===== src/rtl/noc_pkg.sv =====
// noc_pkg: shared NoC constants (default flit width, idle flit, VC depth, VC ids).
package noc_pkg;
    localparam int NOC_FLIT_W = 8;
    localparam int VC_DEPTH = 4;
    localparam logic [7:0] IDLE_FLIT = 8'hFF;
    typedef enum logic {
        VC0 = 1'b0,
        VC1 = 1'b1
    } vc_id_e;
endpackage


===== src/rtl/vc_input_buffer_fifo.sv =====
// vc_fifo: one virtual-channel FIFO; head reads as all-ones (idle) while empty.
// Memory is not reset; the head is masked by count so stale entries never leak out.
module vc_fifo
    import noc_pkg::*;
#(
    parameter int DEPTH = VC_DEPTH,
    parameter int FLIT_W = NOC_FLIT_W
) (
    input  logic                       clk,
    input  logic                       rst,
    input  logic                       push,
    input  logic                       pop,
    input  logic [FLIT_W-1:0]          data,
    output logic [FLIT_W-1:0]          head,
    output logic [$clog2(DEPTH):0]     count,
    output logic                       full
);
    localparam int AW = $clog2(DEPTH);
    logic [FLIT_W-1:0] mem [DEPTH];
    logic [AW-1:0] rd_ptr, wr_ptr;
    logic do_push, do_pop;
    assign full = count == (AW+1)'(DEPTH);
    assign do_pop = pop && count != '0;
    // A full FIFO still accepts a push when the head leaves in the same cycle.
    assign do_push = push && (!full || do_pop);
    assign head = count == '0 ? '1 : mem[rd_ptr];
    always_ff @(posedge clk) begin
        if (do_push) mem[wr_ptr] <= data;
    end
    always_ff @(posedge clk or posedge rst) begin
        if (rst) begin
            rd_ptr <= '0;
            wr_ptr <= '0;
            count <= '0;
        end else begin
            if (do_push) wr_ptr <= wr_ptr + AW'(1);
            if (do_pop) rd_ptr <= rd_ptr + AW'(1);
            count <= count + (AW+1)'(do_push) - (AW+1)'(do_pop);
        end
    end
endmodule


===== src/rtl/vc_input_buffer.sv =====
// vc_input_buffer: two-VC input buffer steering flits into per-VC FIFOs, dropping on full.
// Optional VC_CREDIT_EN adds registered per-VC credit pulses one cycle after each pop.
module vc_input_buffer
    import noc_pkg::*;
#(
    parameter int DEPTH = VC_DEPTH,
    parameter int FLIT_W = NOC_FLIT_W
) (
    input  logic              clk,
    input  logic              rst,
    input  logic [FLIT_W-1:0] flit_in,
    input  logic              flit_vc,
    input  logic              rd_vc0,
    input  logic              rd_vc1,
    output logic [FLIT_W-1:0] vc0_out,
    output logic [FLIT_W-1:0] vc1_out,
    output logic              vc0_full,
    output logic              vc1_full,
    output logic              drop_err
`ifdef VC_CREDIT_EN
    ,
    output logic              credit_vc0,
    output logic              credit_vc1
`endif
);
    localparam int CW = $clog2(DEPTH) + 1;
    logic is_flit, push0, push1, pop0_ok, pop1_ok;
    logic [CW-1:0] count0, count1;
    assign is_flit = flit_in != {FLIT_W{1'b1}};
    assign push0 = is_flit && vc_id_e'(flit_vc) == VC0;
    assign push1 = is_flit && vc_id_e'(flit_vc) == VC1;
    assign pop0_ok = rd_vc0 && count0 != '0;
    assign pop1_ok = rd_vc1 && count1 != '0;
    assign drop_err = !rst && ((push0 && vc0_full && !pop0_ok) || (push1 && vc1_full && !pop1_ok));
    vc_fifo #(.DEPTH(DEPTH), .FLIT_W(FLIT_W)) u_vc0 (
        .clk(clk), .rst(rst), .push(push0), .pop(rd_vc0), .data(flit_in),
        .head(vc0_out), .count(count0), .full(vc0_full)
    );
    vc_fifo #(.DEPTH(DEPTH), .FLIT_W(FLIT_W)) u_vc1 (
        .clk(clk), .rst(rst), .push(push1), .pop(rd_vc1), .data(flit_in),
        .head(vc1_out), .count(count1), .full(vc1_full)
    );
`ifdef VC_CREDIT_EN
    always_ff @(posedge clk or posedge rst) begin
        if (rst) begin
            credit_vc0 <= 1'b0;
            credit_vc1 <= 1'b0;
        end else begin
            credit_vc0 <= pop0_ok;
            credit_vc1 <= pop1_ok;
        end
    end
`endif
endmodule

===== config.mk =====
export PLATFORM = sky130hd
export DESIGN_NAME = vc_input_buffer
export DESIGN_NICKNAME = d
export VERILOG_FILES = /design/src/rtl/noc_pkg.sv /design/src/rtl/vc_input_buffer_fifo.sv /design/src/rtl/vc_input_buffer.sv
export SDC_FILE = /design/constraint.sdc
export NUM_CORES = 1
export LEC_CHECK = 0
export ABC_AREA = 1
export CAP_MARGIN = 40
export CORE_ASPECT_RATIO = 1.75
export CORE_UTILIZATION = 40
export CTS_CLUSTER_DIAMETER = 50
export DETAILED_ROUTE_END_ITERATION = 10
export PLACE_DENSITY = 0.57
export SLEW_MARGIN = 15
export SYNTH_ARGS = -nofsm -noshare
export SYNTH_HDL_FRONTEND = slang
export SYNTH_SLANG_ARGS = --single-unit

===== constraint.sdc =====
create_clock -name clk -period 2.4 [get_ports clk]
set_input_delay 0.36 -clock clk [delete_from_list [all_inputs] [get_ports clk]]
set_output_delay 0.36 -clock clk [all_outputs]
set_load 0.01 [all_outputs]

; After elaboration in Yosys (flattened, before gate mapping)
; Memory sizes are Yosys's and may differ from the RTL's.
; Index checks and enable logic that the tools add are counted.
[totals]
reg_bits = 14
memories = 2
input_bits = 13
ram_bits = 64
[mem_list]
columns = memory, words, width, rd, rd_ports_with_merged_regs, wr, line_no
row1 = u_vc0.mem, 4, 8, 1, 0, 1, vc_input_buffer_fifo.sv:19  ; logic [FLIT_W-1:0] mem [DEPTH];
row2 = u_vc1.mem, 4, 8, 1, 0, 1, vc_input_buffer_fifo.sv:19
[op_classes]
muxes = 6
addsub = 8
n_eq_ne = 3
n_reduce_logical = 23
n_bitwise = 1
[op_table]
columns = cell, count
row1 = 8-bit 2-to-1 mux, 2
row2 = 1-bit logical AND, 11
row3 = "2-bit by 1-bit adder with 2-bit output, second input constant", 4
row4 = "8-bit != test, second input constant", 1
row5 = 3-bit by 1-bit adder with 3-bit output, 2
row6 = "3-bit == test, second input constant", 2
row7 = 3-bit logical NOT, 2
row8 = 3-bit nonzero test, 2
row9 = 3-bit by 1-bit subtractor with 3-bit output, 2
row10 = 1-bit logical NOT, 5
row11 = 1-bit 2-to-1 mux, 4
row12 = 1-bit logical OR, 3
row13 = 1-bit inverter, 1

; Logic depth before layout (Yosys ltp)
[logic_depth]
ltp_word = 6
ltp_mapped = 10
depth_no_buf = 10

; By module
; From an unflattened synthesis, not the netlist that was laid out.
[unflattened]
cells_unflattened = 344
area_unflattened_um2 = 3553.4
[by_module_without_submodules]
columns = module, seq_area_each_um2, n_inst, cells_per_inst, area_each_um2
row1 = vc_fifo, 1136.1, 2, 159, 1727.9
row2 = vc_input_buffer, 0.0, 1, 26, 97.6

; Worst setup path before layout
; Ideal clock, no wire load.
[synth_timing]
path_type = reg-to-reg
startpoint = reg u_vc0.count[1]
endpoint = reg u_vc0.count[2]
t_arrival_ps = 1753
setup_ps = 129
path_slack_ps = 519
path_stages_with_launch = 9
required_ps = 2271
path_cell_list = dfrtp_1 > inv_2 > a31oi_4 > ha_1 > inv_1 > ha_1 > fa_1 > xnor2_1 > xor2_1
[synth_via]
elab_chain_cells = 6
elab_cells_between_ends = 8
[synth_rtl]
columns = item, line_no
row1 = start: declaration, vc_input_buffer_fifo.sv:15  ; output logic [$clog2(DEPTH):0] count,
row2 = start signal: assignment, vc_input_buffer_fifo.sv:38  ; count <= count + (AW+1)'(do_push) - (AW+1)'(do_pop);
row3 = 3-bit nonzero test *, --
row4 = 1-bit logical AND *, --
row5 = named net pop0_ok, vc_input_buffer.sv:27  ; logic is_flit, push0, push1, pop0_ok, pop1_ok;
row6 = 1-bit logical OR, vc_input_buffer_fifo.sv:25  ; assign do_push = push && (!full || do_pop);
row7 = 1-bit logical AND, vc_input_buffer_fifo.sv:25
row8 = 3-bit by 1-bit adder with 3-bit output, vc_input_buffer_fifo.sv:38
row9 = 3-bit by 1-bit subtractor with 3-bit output *, vc_input_buffer_fifo.sv:38
; Mark *: on every way through the listed nets, which the timed path passes. The rest lies on a longest branch.
; A chain may end at the register's enable or synchronous reset.

; Worst setup path in the final report
[layout_timing]
startpoint = reg u_vc1.count[1]
endpoint = out vc1_out[1]
[layout_via]
elab_chain_cells = 2
[layout_rtl]
columns = item, line_no
row1 = start: declaration, vc_input_buffer_fifo.sv:15
row2 = start signal: assignment, vc_input_buffer_fifo.sv:38
row3 = 3-bit logical NOT, vc_input_buffer_fifo.sv:26  ; assign head = count == '0 ? '1 : mem[rd_ptr];
row4 = 8-bit 2-to-1 mux, vc_input_buffer_fifo.sv:26
row5 = end: declaration, vc_input_buffer.sv:16  ; output logic [FLIT_W-1:0] vc1_out,
; No other way between the ends.

==> out/results.txt <==
vias in the first global route -> 2259
Async SR Flop Fraction -> 17.9%
drt drc -> 0
number of enable flip-flop cells after synthesis -> 64
Critical Path RT -> 2.04 ns
Hold-fix buffers, CTS -> 0
Slew Viols, Final -> 0
vias per cell -> 4.64
FMAX -> 443 MHz
CP endpoint kind -> primary output
WL met3 -> 222 um
Tmin final -> 2.26 ns
mean area per synthesized cell -> 11.5 um2
total power -> 5.38 mW
Worst path most repeated cell -> nand3_1
arrival time worst endpoint -> 1.90 ns
Yosys cell types -> 22
Top Layer Used -> met4
sequential share of power -> 36.0%
clock skew -> 0.00365 ns
PortBufs -> 31
post-synthesis sequential area ratio -> 64.8%
Setup-failing EPs final -> 0
Met2 Routed Length -> 3.48 mm
Worst-Margin Slew -> 0.533 ns
combinational share of power -> 39.7%
gp weighted congestion -> 0.714
Die Y -> 126 um
largest net degree at the start of global routing -> 36
postcts setup bufs -> 0
Placement Setup Slack -> -0.0155 ns
post-route setup TNS -> 0 ns
leakage power -> 1.85 nW
layout cells sized above 1 -> 16.1%
synthesized flop and latch total -> 78
crit-path max FO -> 8
synthesized instance count -> 305
Ys Warns -> 0
PnR worst setup slack -> 0.144 ns
Post-Syn Nets -> 332
RSZ-0062 raised after global routing -> false
Final Non-Filler Cells -> 481
Clk Latency, worst-skew pair -> 0.33 ns
first-pass GRT wire length -> 11.1 mm
Synth top area share -> 54.8%
worst path cell trace -> inv_2 -> nand3_1 -> nand3_1 -> clkdlybuf4s50_1
FP Rows -> 44
# IOs -> 32
initial core utilization -> 41.6%
Die X-Extent -> 72.8 um
Sw Share -> 33.9%
count leader, synth -> edfxtp_1
Iter 0 DRT Violations -> 140
CTS root buf -> clkbuf_16
HP Class -> primary input to asynchronous set/reset pin
Vias -> 2230
top cells by area, synth -> edfxtp_1 55%, dfrtp_1 10%, inv_1 5.8%, nand2_1 4.4%, ha_1 4.3%
slowest CP cell -> clkdlybuf4s50_1
Synth Cell Area -> 3510 um2
total power divided by cell area -> 1230 nW/um2
clock slew at reported path FFs -> 0.06 ns
Top FF cell, synth -> edfxtp_1
Final Cycle Share -> 94.0%
Placed Instances -> 465
wl on met1 -> 2.49 mm
clock share of power -> 24.3%
outcome -> finished, final reports clean
cell family with most CP delay -> buffers and inverters
clk sink count -> 78
Slowest Stage Delay on Critical Path -> 0.55 ns
Nets -> 388
core box area -> 8420 um2
Num CTS Buffers -> 9
switching power total -> 1.82 mW
routed len/inst -> 13.1 um
antenna violations before repair -> 0
Internal -> 3.56 mW
startpoint types -> flop
leading area contributor after synthesis -> edfxtp_1
WS Path Type -> flop to primary output
CP Buf/Inv Count -> 2
count of final hold-check violations -> 0
antenna-violating nets left -> 0
Commonest cells post-synth -> 64 x edfxtp_1, 54 x inv_1, 41 x nand2_1, 22 x nand3_1, 17 x a21oi_1
Layout area overhead -> 25.2%
maximum VDD drop -> 0.650 mV
DP Wirelength -> 4.49 mm
GRT Util Overall -> 16.7%
Post-Route WL -> 6.32 mm
ANT cells -> 0
H-tree depth -> 3
Slew HR -> 64.4%
gr ovfl total -> 0
maximum buffer depth of the clock tree -> 2
drt pass-1 iters -> 4
fin util -> 52.1%
TritonCTS clock tree -> done
die area -> 9160 um2
Max-Cap Viols -> 0
==> flip-flops by register name, indices dropped and copies added (netlist names) <==
register and cells:
u_vc1.mem 32, u_vc1.rd_ptr 2, u_vc1.count 3, u_vc0.mem 32
u_vc0.rd_ptr 2, u_vc1.wr_ptr 2, u_vc0.wr_ptr 2, u_vc0.count 3
==> layout make-up <==
type                            instances  area [um2]
Fill cell                             751        4030
Timing Repair Buffer                   55         493
Tap cell                              115         144
Inverter                               64         243
Multi-Input combinational cell        153         946
Clock inverter                          6        62.6
Sequential cell                        78        2270
Clock buffer                           10         229
==> layout by cell type (no fill, tap or decap), types with 11 or more instances in the layout <==
master,count
edfxtp_1,64
inv_1,54
nand2_1,41
clkdlybuf4s50_1,30
buf_4,24
nand3_1,21
a21oi_1,17
o21ai_0,16
o211ai_1,16
dfrtp_1,14
ha_1,12
nor2_1,11
==> logic make-up (layout without fill, tap and decap cells) <==
| kind of cell | count (synthesis) | after routing | share of synthesized area (%) |
|---|---|---|---|
| xor+xnor | 5 | 5 | 1.25 |
| simple gates | 83 | 83 | 10.8 |
| flops | 78 | 78 | 64.8 |
| fa+ha+maj | 14 | 14 | 5.42 |
| compound gates | 51 | 51 | 9.35 |
| buf+inv | 74 | 135 | 8.35 |
==> final timing paths <==
kind	end	slack [ns]	cells after the start	startpoint
setup / recovery	vc1_out[1]	0.14	4	u_vc1.count[1]
hold / removal	u_vc0.count[0]	0.40	2	rst
setup reg to reg	u_vc0.count[2]	0.45	8	u_vc0.count[1]
hold reg to reg	u_vc0.rd_ptr[1]	0.49	2	u_vc0.rd_ptr[1]
max in group asynchronous	u_vc1.count[2]	1.65	2	rst
min in group clk	u_vc0.rd_ptr[1]	0.49	2	u_vc0.rd_ptr[1]
==> layer usage <==
metal,track usage [%],vias to the layer above
li1,-,1128
met1,19.3,1059
met2,27.7,34
met3,5.12,9
met4,7.61,0
met5,0,-
==> stage by stage <==
step / area (um2) / hold slack [ns]
CTS: 4390 / 0.417
global placement: 4090 / 0.473
finish: 4390 / 0.400
detailed placement: 4090 / 0.478
floorplan: 3510 / 0.249
global route: 4390 / 0.444
==> worst reg2reg max path: stages (launching register included) <==
cell and delay, ns:
dfrtp_1 0.40, inv_2 0.13, a31oi_4 0.10, ha_1 0.29, inv_1 0.04, ha_1 0.18, fa_1 0.40, xnor2_1 0.14
xor2_1 0.14
==> power groups by stage <==
stage / Clock [mW] / Sequential [mW] / Combinational, mW
after CTS: 1.34 / 1.94 / 2.19
after global placement: 0 / 1.96 / 2.12
after detailed placement: 0 / 1.97 / 2.17
after global routing: 1.40 / 1.98 / 2.43
after floorplan: 0 / 1.94 / 1.30
final: 1.30 / 1.94 / 2.14
==> repair_timing <==
action                                 CTS  global route
resized for setup                        1             1
setup endpoints to repair                2             1
pin swaps                                0             0
endpoints found under the hold margin    0             0
No activity file was read; power rests on OpenSTA's default activity.
